**src/rtl/axi2mem_rd_ctrl_if.sv**
```systemverilog
// Interface bundle for axi2mem_rd_ctrl: AR channel, memory read port and R channel.
// slave = controller view, master = environment view.
interface axi2mem_rd_ctrl_if #(
  parameter int unsigned ID_WIDTH   = 4,
  parameter int unsigned ADDR_WIDTH = 32,
  parameter int unsigned DATA_WIDTH = 64
);
  logic                  ar_valid_i;
  logic                  ar_ready_o;
  logic [ADDR_WIDTH-1:0] ar_addr_i;
  logic [7:0]            ar_len_i;
  logic [2:0]            ar_size_i;
  logic [1:0]            ar_burst_i;
  logic [ID_WIDTH-1:0]   ar_id_i;

  logic                  mem_req_o;
  logic                  mem_gnt_i;
  logic [ADDR_WIDTH-1:0] mem_addr_o;
  logic                  mem_rvalid_i;
  logic [DATA_WIDTH-1:0] mem_rdata_i;

  logic                  r_valid_o;
  logic                  r_ready_i;
  logic [DATA_WIDTH-1:0] r_data_o;
  logic [1:0]            r_resp_o;
  logic                  r_last_o;
  logic [ID_WIDTH-1:0]   r_id_o;

  modport slave (
    input  ar_valid_i, ar_addr_i, ar_len_i, ar_size_i, ar_burst_i, ar_id_i,
    input  mem_gnt_i, mem_rvalid_i, mem_rdata_i, r_ready_i,
    output ar_ready_o, mem_req_o, mem_addr_o,
    output r_valid_o, r_data_o, r_resp_o, r_last_o, r_id_o
  );

  modport master (
    output ar_valid_i, ar_addr_i, ar_len_i, ar_size_i, ar_burst_i, ar_id_i,
    output mem_gnt_i, mem_rvalid_i, mem_rdata_i, r_ready_i,
    input  ar_ready_o, mem_req_o, mem_addr_o,
    input  r_valid_o, r_data_o, r_resp_o, r_last_o, r_id_o
  );
endinterface

```
**src/rtl/axi2mem_rd_ctrl.sv**
```systemverilog
// AXI read burst to single-port memory controller: one beat in flight at a time.
// Optional WRAP burst support is compiled in with `define AXI2MEM_RD_CTRL_WRAP_EN;
// without it WRAP bursts behave as INCR.
module axi2mem_rd_ctrl #(
  parameter int unsigned ID_WIDTH   = 4,
  parameter int unsigned ADDR_WIDTH = 32,
  parameter int unsigned DATA_WIDTH = 64
) (
  input  logic              clk_i,
  input  logic              rst_ni,
  axi2mem_rd_ctrl_if.slave  bus
);

  localparam logic [1:0] BURST_FIXED = 2'b00;
  localparam logic [1:0] BURST_RSVD  = 2'b11;
`ifdef AXI2MEM_RD_CTRL_WRAP_EN
  localparam logic [1:0] BURST_WRAP  = 2'b10;
`endif

  typedef enum logic [1:0] {IDLE, REQ, WAIT, RESP} state_e;

  state_e                state_q, state_d;
  logic [ADDR_WIDTH-1:0] addr_q, addr_d;
  logic [2:0]            size_q, size_d;
  logic [1:0]            burst_q, burst_d;
  logic [ID_WIDTH-1:0]   id_q, id_d;
  logic [7:0]            cnt_q, cnt_d;
  logic                  err_q, err_d;
  logic [DATA_WIDTH-1:0] data_q, data_d;
  logic                  ar_ready_q, ar_ready_d;
  logic                  mem_req_q, mem_req_d;
  logic                  r_valid_q, r_valid_d;
  logic                  r_last_q, r_last_d;

  logic [ADDR_WIDTH-1:0] step;
  logic [ADDR_WIDTH-1:0] next_addr;
  logic                  ar_err;
`ifdef AXI2MEM_RD_CTRL_WRAP_EN
  logic [7:0]            len_q, len_d;
  logic [ADDR_WIDTH-1:0] wrap_mask;
`endif

  // Reject reserved bursts (and, with WRAP compiled in, illegal WRAP lengths) at accept
  always_comb begin
    ar_err = (bus.ar_burst_i == BURST_RSVD);
`ifdef AXI2MEM_RD_CTRL_WRAP_EN
    if ((bus.ar_burst_i == BURST_WRAP) &&
        !((bus.ar_len_i == 8'd1) || (bus.ar_len_i == 8'd3) ||
          (bus.ar_len_i == 8'd7) || (bus.ar_len_i == 8'd15))) begin
      ar_err = 1'b1;
    end
`endif
  end

  // Address of the following beat for the captured burst type
  always_comb begin
    step      = ADDR_WIDTH'(1) << size_q;
    next_addr = addr_q + step;
    if (burst_q == BURST_FIXED) begin
      next_addr = addr_q;
    end
`ifdef AXI2MEM_RD_CTRL_WRAP_EN
    wrap_mask = (ADDR_WIDTH'({1'b0, len_q} + 9'd1) << size_q) - ADDR_WIDTH'(1);
    if (burst_q == BURST_WRAP) begin
      next_addr = (addr_q & ~wrap_mask) | ((addr_q + step) & wrap_mask);
    end
`endif
  end

  // Next-state and registered-output decode
  always_comb begin
    state_d = state_q;
    addr_d  = addr_q;
    size_d  = size_q;
    burst_d = burst_q;
    id_d    = id_q;
    cnt_d   = cnt_q;
    err_d   = err_q;
    data_d  = data_q;
`ifdef AXI2MEM_RD_CTRL_WRAP_EN
    len_d   = len_q;
`endif

    case (state_q)
      IDLE: begin
        if (bus.ar_valid_i) begin
          addr_d  = bus.ar_addr_i;
          size_d  = bus.ar_size_i;
          burst_d = bus.ar_burst_i;
          id_d    = bus.ar_id_i;
          cnt_d   = bus.ar_len_i;
          err_d   = ar_err;
`ifdef AXI2MEM_RD_CTRL_WRAP_EN
          len_d   = bus.ar_len_i;
`endif
          if (ar_err) begin
            data_d  = '0;
            state_d = RESP;
          end else begin
            state_d = REQ;
          end
        end
      end
      REQ: begin
        if (bus.mem_gnt_i) state_d = WAIT;
      end
      WAIT: begin
        if (bus.mem_rvalid_i) begin
          data_d  = bus.mem_rdata_i;
          state_d = RESP;
        end
      end
      RESP: begin
        if (bus.r_ready_i) begin
          if (cnt_q == 8'd0) begin
            state_d = IDLE;
          end else begin
            cnt_d   = cnt_q - 8'd1;
            addr_d  = next_addr;
            state_d = err_q ? RESP : REQ;
          end
        end
      end
      default: state_d = IDLE;
    endcase

    ar_ready_d = (state_d == IDLE);
    mem_req_d  = (state_d == REQ);
    r_valid_d  = (state_d == RESP);
    r_last_d   = (state_d == RESP) && (cnt_d == 8'd0);
  end

  // State and datapath registers
  always_ff @(posedge clk_i or negedge rst_ni) begin
    if (!rst_ni) begin
      state_q    <= IDLE;
      addr_q     <= '0;
      size_q     <= '0;
      burst_q    <= '0;
      id_q       <= '0;
      cnt_q      <= '0;
      err_q      <= 1'b0;
      data_q     <= '0;
      ar_ready_q <= 1'b1;
      mem_req_q  <= 1'b0;
      r_valid_q  <= 1'b0;
      r_last_q   <= 1'b0;
`ifdef AXI2MEM_RD_CTRL_WRAP_EN
      len_q      <= '0;
`endif
    end else begin
      state_q    <= state_d;
      addr_q     <= addr_d;
      size_q     <= size_d;
      burst_q    <= burst_d;
      id_q       <= id_d;
      cnt_q      <= cnt_d;
      err_q      <= err_d;
      data_q     <= data_d;
      ar_ready_q <= ar_ready_d;
      mem_req_q  <= mem_req_d;
      r_valid_q  <= r_valid_d;
      r_last_q   <= r_last_d;
`ifdef AXI2MEM_RD_CTRL_WRAP_EN
      len_q      <= len_d;
`endif
    end
  end

  assign bus.ar_ready_o = ar_ready_q;
  assign bus.mem_req_o  = mem_req_q;
  assign bus.mem_addr_o = addr_q;
  assign bus.r_valid_o  = r_valid_q;
  assign bus.r_data_o   = data_q;
  assign bus.r_resp_o   = {err_q, 1'b0};
  assign bus.r_last_o   = r_last_q;
  assign bus.r_id_o     = id_q;

endmodule

```
**src/flat_wrapper.sv**
```systemverilog
// flat-port wrapper written by rule: the top's interface ports become plain ports
module axi2mem_rd_ctrl_flat 
#(
  parameter int unsigned ID_WIDTH   = 4,
  parameter int unsigned ADDR_WIDTH = 32,
  parameter int unsigned DATA_WIDTH = 64
)
  (clk_i, rst_ni, bus_ar_valid_i, bus_ar_addr_i, bus_ar_len_i, bus_ar_size_i, bus_ar_burst_i, bus_ar_id_i, bus_mem_gnt_i, bus_mem_rvalid_i, bus_mem_rdata_i, bus_r_ready_i, bus_ar_ready_o, bus_mem_req_o, bus_mem_addr_o, bus_r_valid_o, bus_r_data_o, bus_r_resp_o, bus_r_last_o, bus_r_id_o);
  axi2mem_rd_ctrl_if #(.ID_WIDTH(ID_WIDTH), .ADDR_WIDTH(ADDR_WIDTH), .DATA_WIDTH(DATA_WIDTH)) bus_i ();
  input  logic clk_i;
  input  logic rst_ni;
  input wire logic [$bits(bus_i.ar_valid_i)-1:0] bus_ar_valid_i;
  input wire logic [$bits(bus_i.ar_addr_i)-1:0] bus_ar_addr_i;
  input wire logic [$bits(bus_i.ar_len_i)-1:0] bus_ar_len_i;
  input wire logic [$bits(bus_i.ar_size_i)-1:0] bus_ar_size_i;
  input wire logic [$bits(bus_i.ar_burst_i)-1:0] bus_ar_burst_i;
  input wire logic [$bits(bus_i.ar_id_i)-1:0] bus_ar_id_i;
  input wire logic [$bits(bus_i.mem_gnt_i)-1:0] bus_mem_gnt_i;
  input wire logic [$bits(bus_i.mem_rvalid_i)-1:0] bus_mem_rvalid_i;
  input wire logic [$bits(bus_i.mem_rdata_i)-1:0] bus_mem_rdata_i;
  input wire logic [$bits(bus_i.r_ready_i)-1:0] bus_r_ready_i;
  output wire logic [$bits(bus_i.ar_ready_o)-1:0] bus_ar_ready_o;
  output wire logic [$bits(bus_i.mem_req_o)-1:0] bus_mem_req_o;
  output wire logic [$bits(bus_i.mem_addr_o)-1:0] bus_mem_addr_o;
  output wire logic [$bits(bus_i.r_valid_o)-1:0] bus_r_valid_o;
  output wire logic [$bits(bus_i.r_data_o)-1:0] bus_r_data_o;
  output wire logic [$bits(bus_i.r_resp_o)-1:0] bus_r_resp_o;
  output wire logic [$bits(bus_i.r_last_o)-1:0] bus_r_last_o;
  output wire logic [$bits(bus_i.r_id_o)-1:0] bus_r_id_o;
  assign bus_i.ar_valid_i = bus_ar_valid_i;
  assign bus_i.ar_addr_i = bus_ar_addr_i;
  assign bus_i.ar_len_i = bus_ar_len_i;
  assign bus_i.ar_size_i = bus_ar_size_i;
  assign bus_i.ar_burst_i = bus_ar_burst_i;
  assign bus_i.ar_id_i = bus_ar_id_i;
  assign bus_i.mem_gnt_i = bus_mem_gnt_i;
  assign bus_i.mem_rvalid_i = bus_mem_rvalid_i;
  assign bus_i.mem_rdata_i = bus_mem_rdata_i;
  assign bus_i.r_ready_i = bus_r_ready_i;
  assign bus_ar_ready_o = bus_i.ar_ready_o;
  assign bus_mem_req_o = bus_i.mem_req_o;
  assign bus_mem_addr_o = bus_i.mem_addr_o;
  assign bus_r_valid_o = bus_i.r_valid_o;
  assign bus_r_data_o = bus_i.r_data_o;
  assign bus_r_resp_o = bus_i.r_resp_o;
  assign bus_r_last_o = bus_i.r_last_o;
  assign bus_r_id_o = bus_i.r_id_o;
  axi2mem_rd_ctrl #(.ID_WIDTH(ID_WIDTH), .ADDR_WIDTH(ADDR_WIDTH), .DATA_WIDTH(DATA_WIDTH)) u_core (.clk_i(clk_i), .rst_ni(rst_ni), .bus(bus_i));
endmodule
```
**config.mk**
```make
export PLATFORM = sky130hd
export DESIGN_NAME = axi2mem_rd_ctrl_flat
export DESIGN_NICKNAME = d
export VERILOG_FILES = /design/src/rtl/axi2mem_rd_ctrl_if.sv /design/src/rtl/axi2mem_rd_ctrl.sv /design/src/flat_wrapper.sv
export SDC_FILE = /design/constraint.sdc
export NUM_CORES = 1
export LEC_CHECK = 0
export ABC_AREA = 1
export CAP_MARGIN = 20
export CORE_MARGIN = 2
export CORE_UTILIZATION = 40
export CTS_BUF_LIST = sky130_fd_sc_hd__clkbuf_16
export CTS_CLUSTER_SIZE = 28
export DETAILED_ROUTE_END_ITERATION = 8
export GPL_ROUTABILITY_DRIVEN = 1
export HOLD_SLACK_MARGIN = 0.02
export PLACE_DENSITY = 0.77
export SYNTH_ARGS = -nofsm -noshare
export SYNTH_HDL_FRONTEND = slang
export SYNTH_SLANG_ARGS = --single-unit
```
**constraint.sdc**
```tcl
create_clock -name clk_i -period 2.4 [get_ports clk_i]
set_clock_uncertainty 0.05 [all_clocks]
set_input_delay 0.24 -clock clk_i [delete_from_list [all_inputs] [get_ports clk_i]]
set_output_delay 0.24 -clock clk_i [all_outputs]
set_load 0.03 [all_outputs]
```
## Word level (Yosys, flattened, before mapping)

Index checks and enable logic that the tools add are counted.

- Flip-flop bits (word level): 120
- Output and inout bits: 106
- Word-level logic and storage cells: 59

- Shift operators: 1
- Eq/ne operators: 12
- Reduce and logical (&&, ||, !) cells: 11
- Multiplexer cells: 21
- $add $sub $neg: 2

Operators with widths:

| kind | number |
|---|---|
| $mux W64 | 3 |
| $mux W32 | 4 |
| $pmux W64 S2 | 1 |
| $pmux W32 S2 | 1 |
| $add A32 B32 Y32 | 1 |
| $shl A1 B3 Y32 const A | 1 |
| $mux W8 | 3 |
| $logic_not A8 Y1 | 2 |
| $pmux W8 S2 | 1 |
| $mux W2 | 7 |
| $ne A2 B2 Y1 const B | 5 |
| $eq A2 B2 Y1 const B | 4 |
| $pmux W2 S4 | 1 |
| $sub A8 B1 Y8 const B | 1 |
| $logic_not A2 Y1 | 3 |
| $reduce_and A5 Y1 | 1 |
| $eq A2 B1 Y1 const B | 2 |
| $reduce_and A4 Y1 | 1 |
| $reduce_bool A2 Y1 | 2 |
| $ne A2 B1 Y1 const B | 1 |
| $reduce_and A2 Y1 | 1 |
| $logic_and A1 B1 Y1 | 1 |

## Depth between registers and ports, before layout

- Depth after elaboration: 6
- Mapped depth: 15

## Worst setup path before layout

Ideal clock, no wire load.

- Path type: register to register
- From: register u_core.size_q[0]
- To: register u_core.addr_q[16] (netlist: u_core.bus.mem_addr_o[16])
- Cell stages (with the launch flop): 15
- Path buffers: 0
- Path slack: 0.251 ns
- Arrival time: 1.972 ns
- Library setup time: 0.127 ns
- Clock period less this slack: 2.149 ns
- Required time: 2.223 ns
- Path through: dfrtp_1 nor3_1 ha_1 inv_1 fa_1 inv_1 nand2_1 nand3_1 nand2_1 nand2_1 nand2_1 nand2_1 nand3_1 nand2_1 o21ai_0

- Word-level cells in the longest chain between the ends: 6

Ends and longest elaborated chain:

| item | RTL line | source |
|---|---|---|
| start, declared | axi2mem_rd_ctrl.sv:24 | `logic [2:0] size_q, size_d;` |
| start signal, assigned | axi2mem_rd_ctrl.sv:154 | `size_q <= size_d;` |
| $shl A1 B3 Y32 | axi2mem_rd_ctrl.sv:57 | `step = ADDR_WIDTH'(1) << size_q;` |
| $add A32 B32 Y32 | axi2mem_rd_ctrl.sv:58 | `next_addr = addr_q + step;` |
| $mux W32 | axi2mem_rd_ctrl.sv:59 | `if (burst_q == BURST_FIXED) begin` |
| $mux W32 | axi2mem_rd_ctrl.sv:115 | `if (cnt_q == 8'd0) begin` |
| $mux W32 | axi2mem_rd_ctrl.sv:114 | `if (bus.r_ready_i) begin` |
| $pmux W32 S2 | axi2mem_rd_ctrl.sv:84 | `case (state_q)` |
| end signal, assigned | axi2mem_rd_ctrl.sv:153 | `addr_q <= addr_d;` |
| end, declared | axi2mem_rd_ctrl.sv:23 | `logic [ADDR_WIDTH-1:0] addr_q, addr_d;` |

No other way between the ends. The select of a mux whose other input is x is not followed.
A chain may end at the register's enable or synchronous reset.

## Final worst setup path

- From: register u_core.size_q[2]
- To: register u_core.addr_q[11] (netlist: u_core.bus.mem_addr_o[11])

Same word-level chain as after synthesis.

==> results.txt <==
The flow ran to the end, and the final reports show no timing, DRC or antenna violations. The tools report the final-stage net count as 1,326. In the post-synthesis netlist, the biggest area contributors are sky130_fd_sc_hd__dfrtp_1 (43%), sky130_fd_sc_hd__nand2_1 (12%), sky130_fd_sc_hd__nand3_1 (9.8%). For the pin with the worst max-slew slack, the measured transition is 0.6028 ns.

Predominant post-synthesis flop cell: sky130_fd_sc_hd__dfrtp_1. The run gives 0 as the count of unresolved DRC violations after routing. Cell with the most instances after synthesis: sky130_fd_sc_hd__nand2_1. After synthesis, the largest family of logic cells by area is simple AND/OR/NAND/NOR gates. The first global-routing pass estimated 33,350 um of wire.

The detailed placer's ending HPWL is 15,260 um, and the number of sinks handled by clock tree synthesis is 120. In the detailed route, the total length drawn on met2 is 9757 um. The number of flops mapped to enable cells by yosys came out at 0.

In this run the standard cell core region covers 17,180 um^2. Among all stages on the critical path, the largest delay is contributed by sky130_fd_sc_hd__dfrtp_2. The mux contribution to synthesized area was 0%. The sequential cell area is 3008 um^2. When the netlist entered floorplanning its net count stood at 1,098.

Across the VDD grid, the largest voltage drop is 0.8833 mV. The fraction of synthesis flops using an asynchronous set or reset pin works out to 100.0%. Dividing the synthesized area by the synthesized cell count gives 7.236 um^2. After filler insertion, the fill cell instance count of the layout stands at 1,598. After clock tree synthesis, the clock-pin slew on the worst setup and hold paths is 0.06 ns. The wire length on met1 was 8877 um; the post-route clock period utilization was 94.78%. The area share of and/or/nand/nor cells after synthesis came out at 31.91%. For the highest clock frequency the design can meet, the log shows 439.6 MHz. By count the netlist is led by sky130_fd_sc_hd__nand2_1 (224), sky130_fd_sc_hd__inv_1 (139), sky130_fd_sc_hd__nand3_1 (136), sky130_fd_sc_hd__dfrtp_1 (119), sky130_fd_sc_hd__o21ai_0 (94). TritonCTS built the clock tree. Count of placed standard cells including taps: 1,393. The floorplan step set the die width to 136.0 um.

Final count of hold timing violations: 0. The layout overhead on the synthesized area was 46.17%. The tools report the critical path endpoint category as a flip-flop. The initial core utilization is 40.57%, and the leakage power is 4.577 nW.

For the via count of the first global-routing pass, the log shows 6,897. The floorplan step set the die height to 136.0 um. The number of antenna violations at the first check in global routing was 0; the total iterations of the first detailed-routing run was 7.

In this run the tightest slew margin relative to its limit is 59.81%. Clock tree synthesis inserted a total of 17 buffers. After Yosys synthesis, XOR and XNOR cells account for 1.006% of the synthesized area.

Along the worst path, the maximum fanout reaches 5. Routability-driven placement finished with a final weighted congestion of 0.9309. Startpoint-to-endpoint class of the critical path: flip-flop to flip-flop. In the final layout, the multi-input gates occupy 3311 um^2. The cell sitting at the root of the clock tree is a sky130_fd_sc_hd__clkbuf_16. The floorplan has 48 rows.

For this block, the routed nets add up to 20,930 um of wire. The initial DRC count was 392. Input and output buffers added on the ports amount to 223. Setup total negative slack: 0 ns. Entering global routing, the biggest net connects 106 pins. The share of synthesized area in the top cell type comes to 42.74%. The H-tree was split into 4 levels. The proportion of synthesized chip area in sequential cells was 43.11%.

The synthesized design contains 120 register bits. Launching element type of the critical path: a flip-flop. The floorplan step defined a die boundary enclosing 18,490 um^2. In this run the cell area of the synthesized design comes to 6968 um^2.

The non-filler instance count after layout was 1,428; the remaining antenna violation count was 0. For the detailed-routed wire length on met3, the log shows 1836 um. The logs give 22.91% for the global-route usage over all layers and 0 for the count of maximum capacitance violations. In this design, the stage delay of the slowest critical-path cell is 0.45 ns. The layout cell share with drive strength beyond 1 works out to 9.061%. In the final routed layout, each cell accounts on average for 14.66 um.

The routed layout has 7,032 vias. The antenna diode instance count is 0. Of the total synthesized cell area, the portion taken by full adders, half adders and majority gates is 2.981%. For this design the ratio of total power to cell area is 1389 nW/um^2. The critical path goes through inv_2, nor3_1, ha_1, nand2_2, nor2_2, nand3_1, nand2_2, nand2_1, nand2_1, nand3_1, a21oi_1, a21oi_1. For the worst setup path, the data required time is 2.63 ns.

The clock period minus worst slack was 2.275 ns. The logs give 0 for the number of setup violations in the final report and 0 for the global-route congestion overflow total. Counting every instance in the synthesized netlist gives 963. Highest metal layer with signal wires: met4. The number of pins with negative max-slew slack in the final report is 0, and the worst-skew pair later-pin latency is 0.41 ns. For the worst path arrival time, the log shows 2.51 ns.

The average vias per placed instance works out to 4.924. Post-synthesis cell type with the largest combined area: sky130_fd_sc_hd__dfrtp_1. Setup repair after global routing could not meet its margin everywhere. Class of the tightest hold or removal check: input pin to async pin. Pin placement for this block handled 225 I/O pins. During synthesis, Yosys emitted a total of 0 warnings.

The count of distinct cell types in the synthesized netlist is 39. The synthesized netlist devotes 9.984% of its cell area to compound gates. The maximum clock path buffer count is 2.
[path summary, 6_finish.rpt]
check | slack, ns | from | end | cells after the start
max | 0.13 | u_core.size_q[2]$_DFFE_PN0P_ | u_core.bus.mem_addr_o[11]$_DFFE_PN0P_ | 12
min | 0.31 | rst_ni | u_core.bus.mem_addr_o[5]$_DFFE_PN0P_ | 3
max reg2reg | 0.13 | u_core.size_q[2]$_DFFE_PN0P_ | u_core.bus.mem_addr_o[11]$_DFFE_PN0P_ | 12
min reg2reg | 0.43 | u_core.bus.r_id_o[2]$_DFFE_PN0P_ | u_core.bus.r_id_o[2]$_DFFE_PN0P_ | 2
max in group asynchronous | 1.58 | rst_ni | u_core.bus.ar_ready_o$_DFF_PN1_ | 3
min in group clk_i | 0.32 | bus_ar_id_i[0] | u_core.bus.r_id_o[0]$_DFFE_PN0P_ | 3
[through the flow]
step                      hold WS (ns)  total power, mW  area [um^2]  setup slack (ns)  util, %
after global routing            0.3171            15.14        10180          -0.04072    59.29
after global placement          0.2117            11.28         9468           0.03300    55.12
final                           0.3053            14.15        10180            0.1252    59.29
after CTS                       0.2993            14.02        10070           0.02271    58.62
after detailed placement        0.2131            11.38         9468          -0.02082    55.12
after floorplan                -0.1056            8.579         6968            0.2513        -
[power breakdown]
| group | total (mW) | internal (mW) | switching [mW] |
|---|---|---|---|
| logic | 7.83 | 2.97 | 4.87 |
| registers | 3.74 | 2.89 | 0.853 |
| clock network | 2.57 | 1.61 | 0.959 |
| total | 14.1 | 7.47 | 6.68 |
[critical path: cells and delay by family, from the launching register on]
family	cells	cell delay, ns
AO/OA/AOI/OAI	2	0.22
adder cells (fa/ha/maj)	1	0.36
buffers and inverters	1	0.12
flip-flops	1	0.45
AND/OR/NAND/NOR	8	0.94
[timing repair]
| action | in CTS | in global routing |
|---|---|---|
| gates resized for setup | 2 | 32 |
| endpoints found under the setup margin | 8 | 26 |
| setup buffers | 0 | 3 |
| endpoints found under the hold margin | 119 | 0 |
| pin swaps | 0 | 8 |
| hold buffers | 1 | 0 |
[cells in the final DEF, fill, tap and decap left out, types with 5 or more instances in the layout]
cell,count
sky130_fd_sc_hd__nand3_1,135
sky130_fd_sc_hd__nand4_1,12
sky130_fd_sc_hd__buf_4,23
sky130_fd_sc_hd__or2_2,5
sky130_fd_sc_hd__clkdlybuf4s50_1,222
sky130_fd_sc_hd__ha_1,11
sky130_fd_sc_hd__nor2_1,88
sky130_fd_sc_hd__a21oi_1,13
sky130_fd_sc_hd__o21ai_1,5
sky130_fd_sc_hd__nand2_1,218
sky130_fd_sc_hd__a211oi_1,6
sky130_fd_sc_hd__nor3_2,7
sky130_fd_sc_hd__clkbuf_16,17
sky130_fd_sc_hd__inv_2,8
sky130_fd_sc_hd__nor3_1,9
sky130_fd_sc_hd__nor2_2,5
sky130_fd_sc_hd__nand3b_1,6
sky130_fd_sc_hd__nand2_2,10
sky130_fd_sc_hd__o21ai_0,91
sky130_fd_sc_hd__inv_1,136
sky130_fd_sc_hd__dfrtp_1,116
[cells by family after synthesis]
kind of cell    after synthesis
xor+xnor                      8
simple gates                506
flops                       120
buf+inv                     183
fa+ha+maj                    16
other cells                   1
compound gates              129
[final cells by class]
class,count,area share (%)
clock inverters,14,1.548
multi-input cells,660,32.51
inverters,143,5.270
flip-flops and latches,120,29.53
clock buffers,17,4.177
repair buffers,249,24.20
well taps,225,2.764
[registers in the layout, summed over array words and instances, names as in the netlist]
| name | cells |
|---|---|
| u_core.burst_q | 2 |
| u_core.bus.ar_ready_o | 1 |
| u_core.bus.mem_addr_o | 32 |
| u_core.bus.mem_req_o | 1 |
| u_core.bus.r_data_o | 64 |
| u_core.bus.r_id_o | 4 |
| u_core.bus.r_last_o | 1 |
| u_core.bus.r_valid_o | 1 |
| u_core.cnt_q | 8 |
| u_core.err_q | 1 |
| u_core.size_q | 3 |
| u_core.state_q | 2 |
[routing by layer]
layer / up-vias / global-route usage (%)
met5: - / 0
met4: 0 / 8.507
met3: 26 / 7.271
met2: 256 / 38.05
met1: 3219 / 27.90
li1: 3531 / -
No activity file was read; power rests on OpenSTA's default activity.
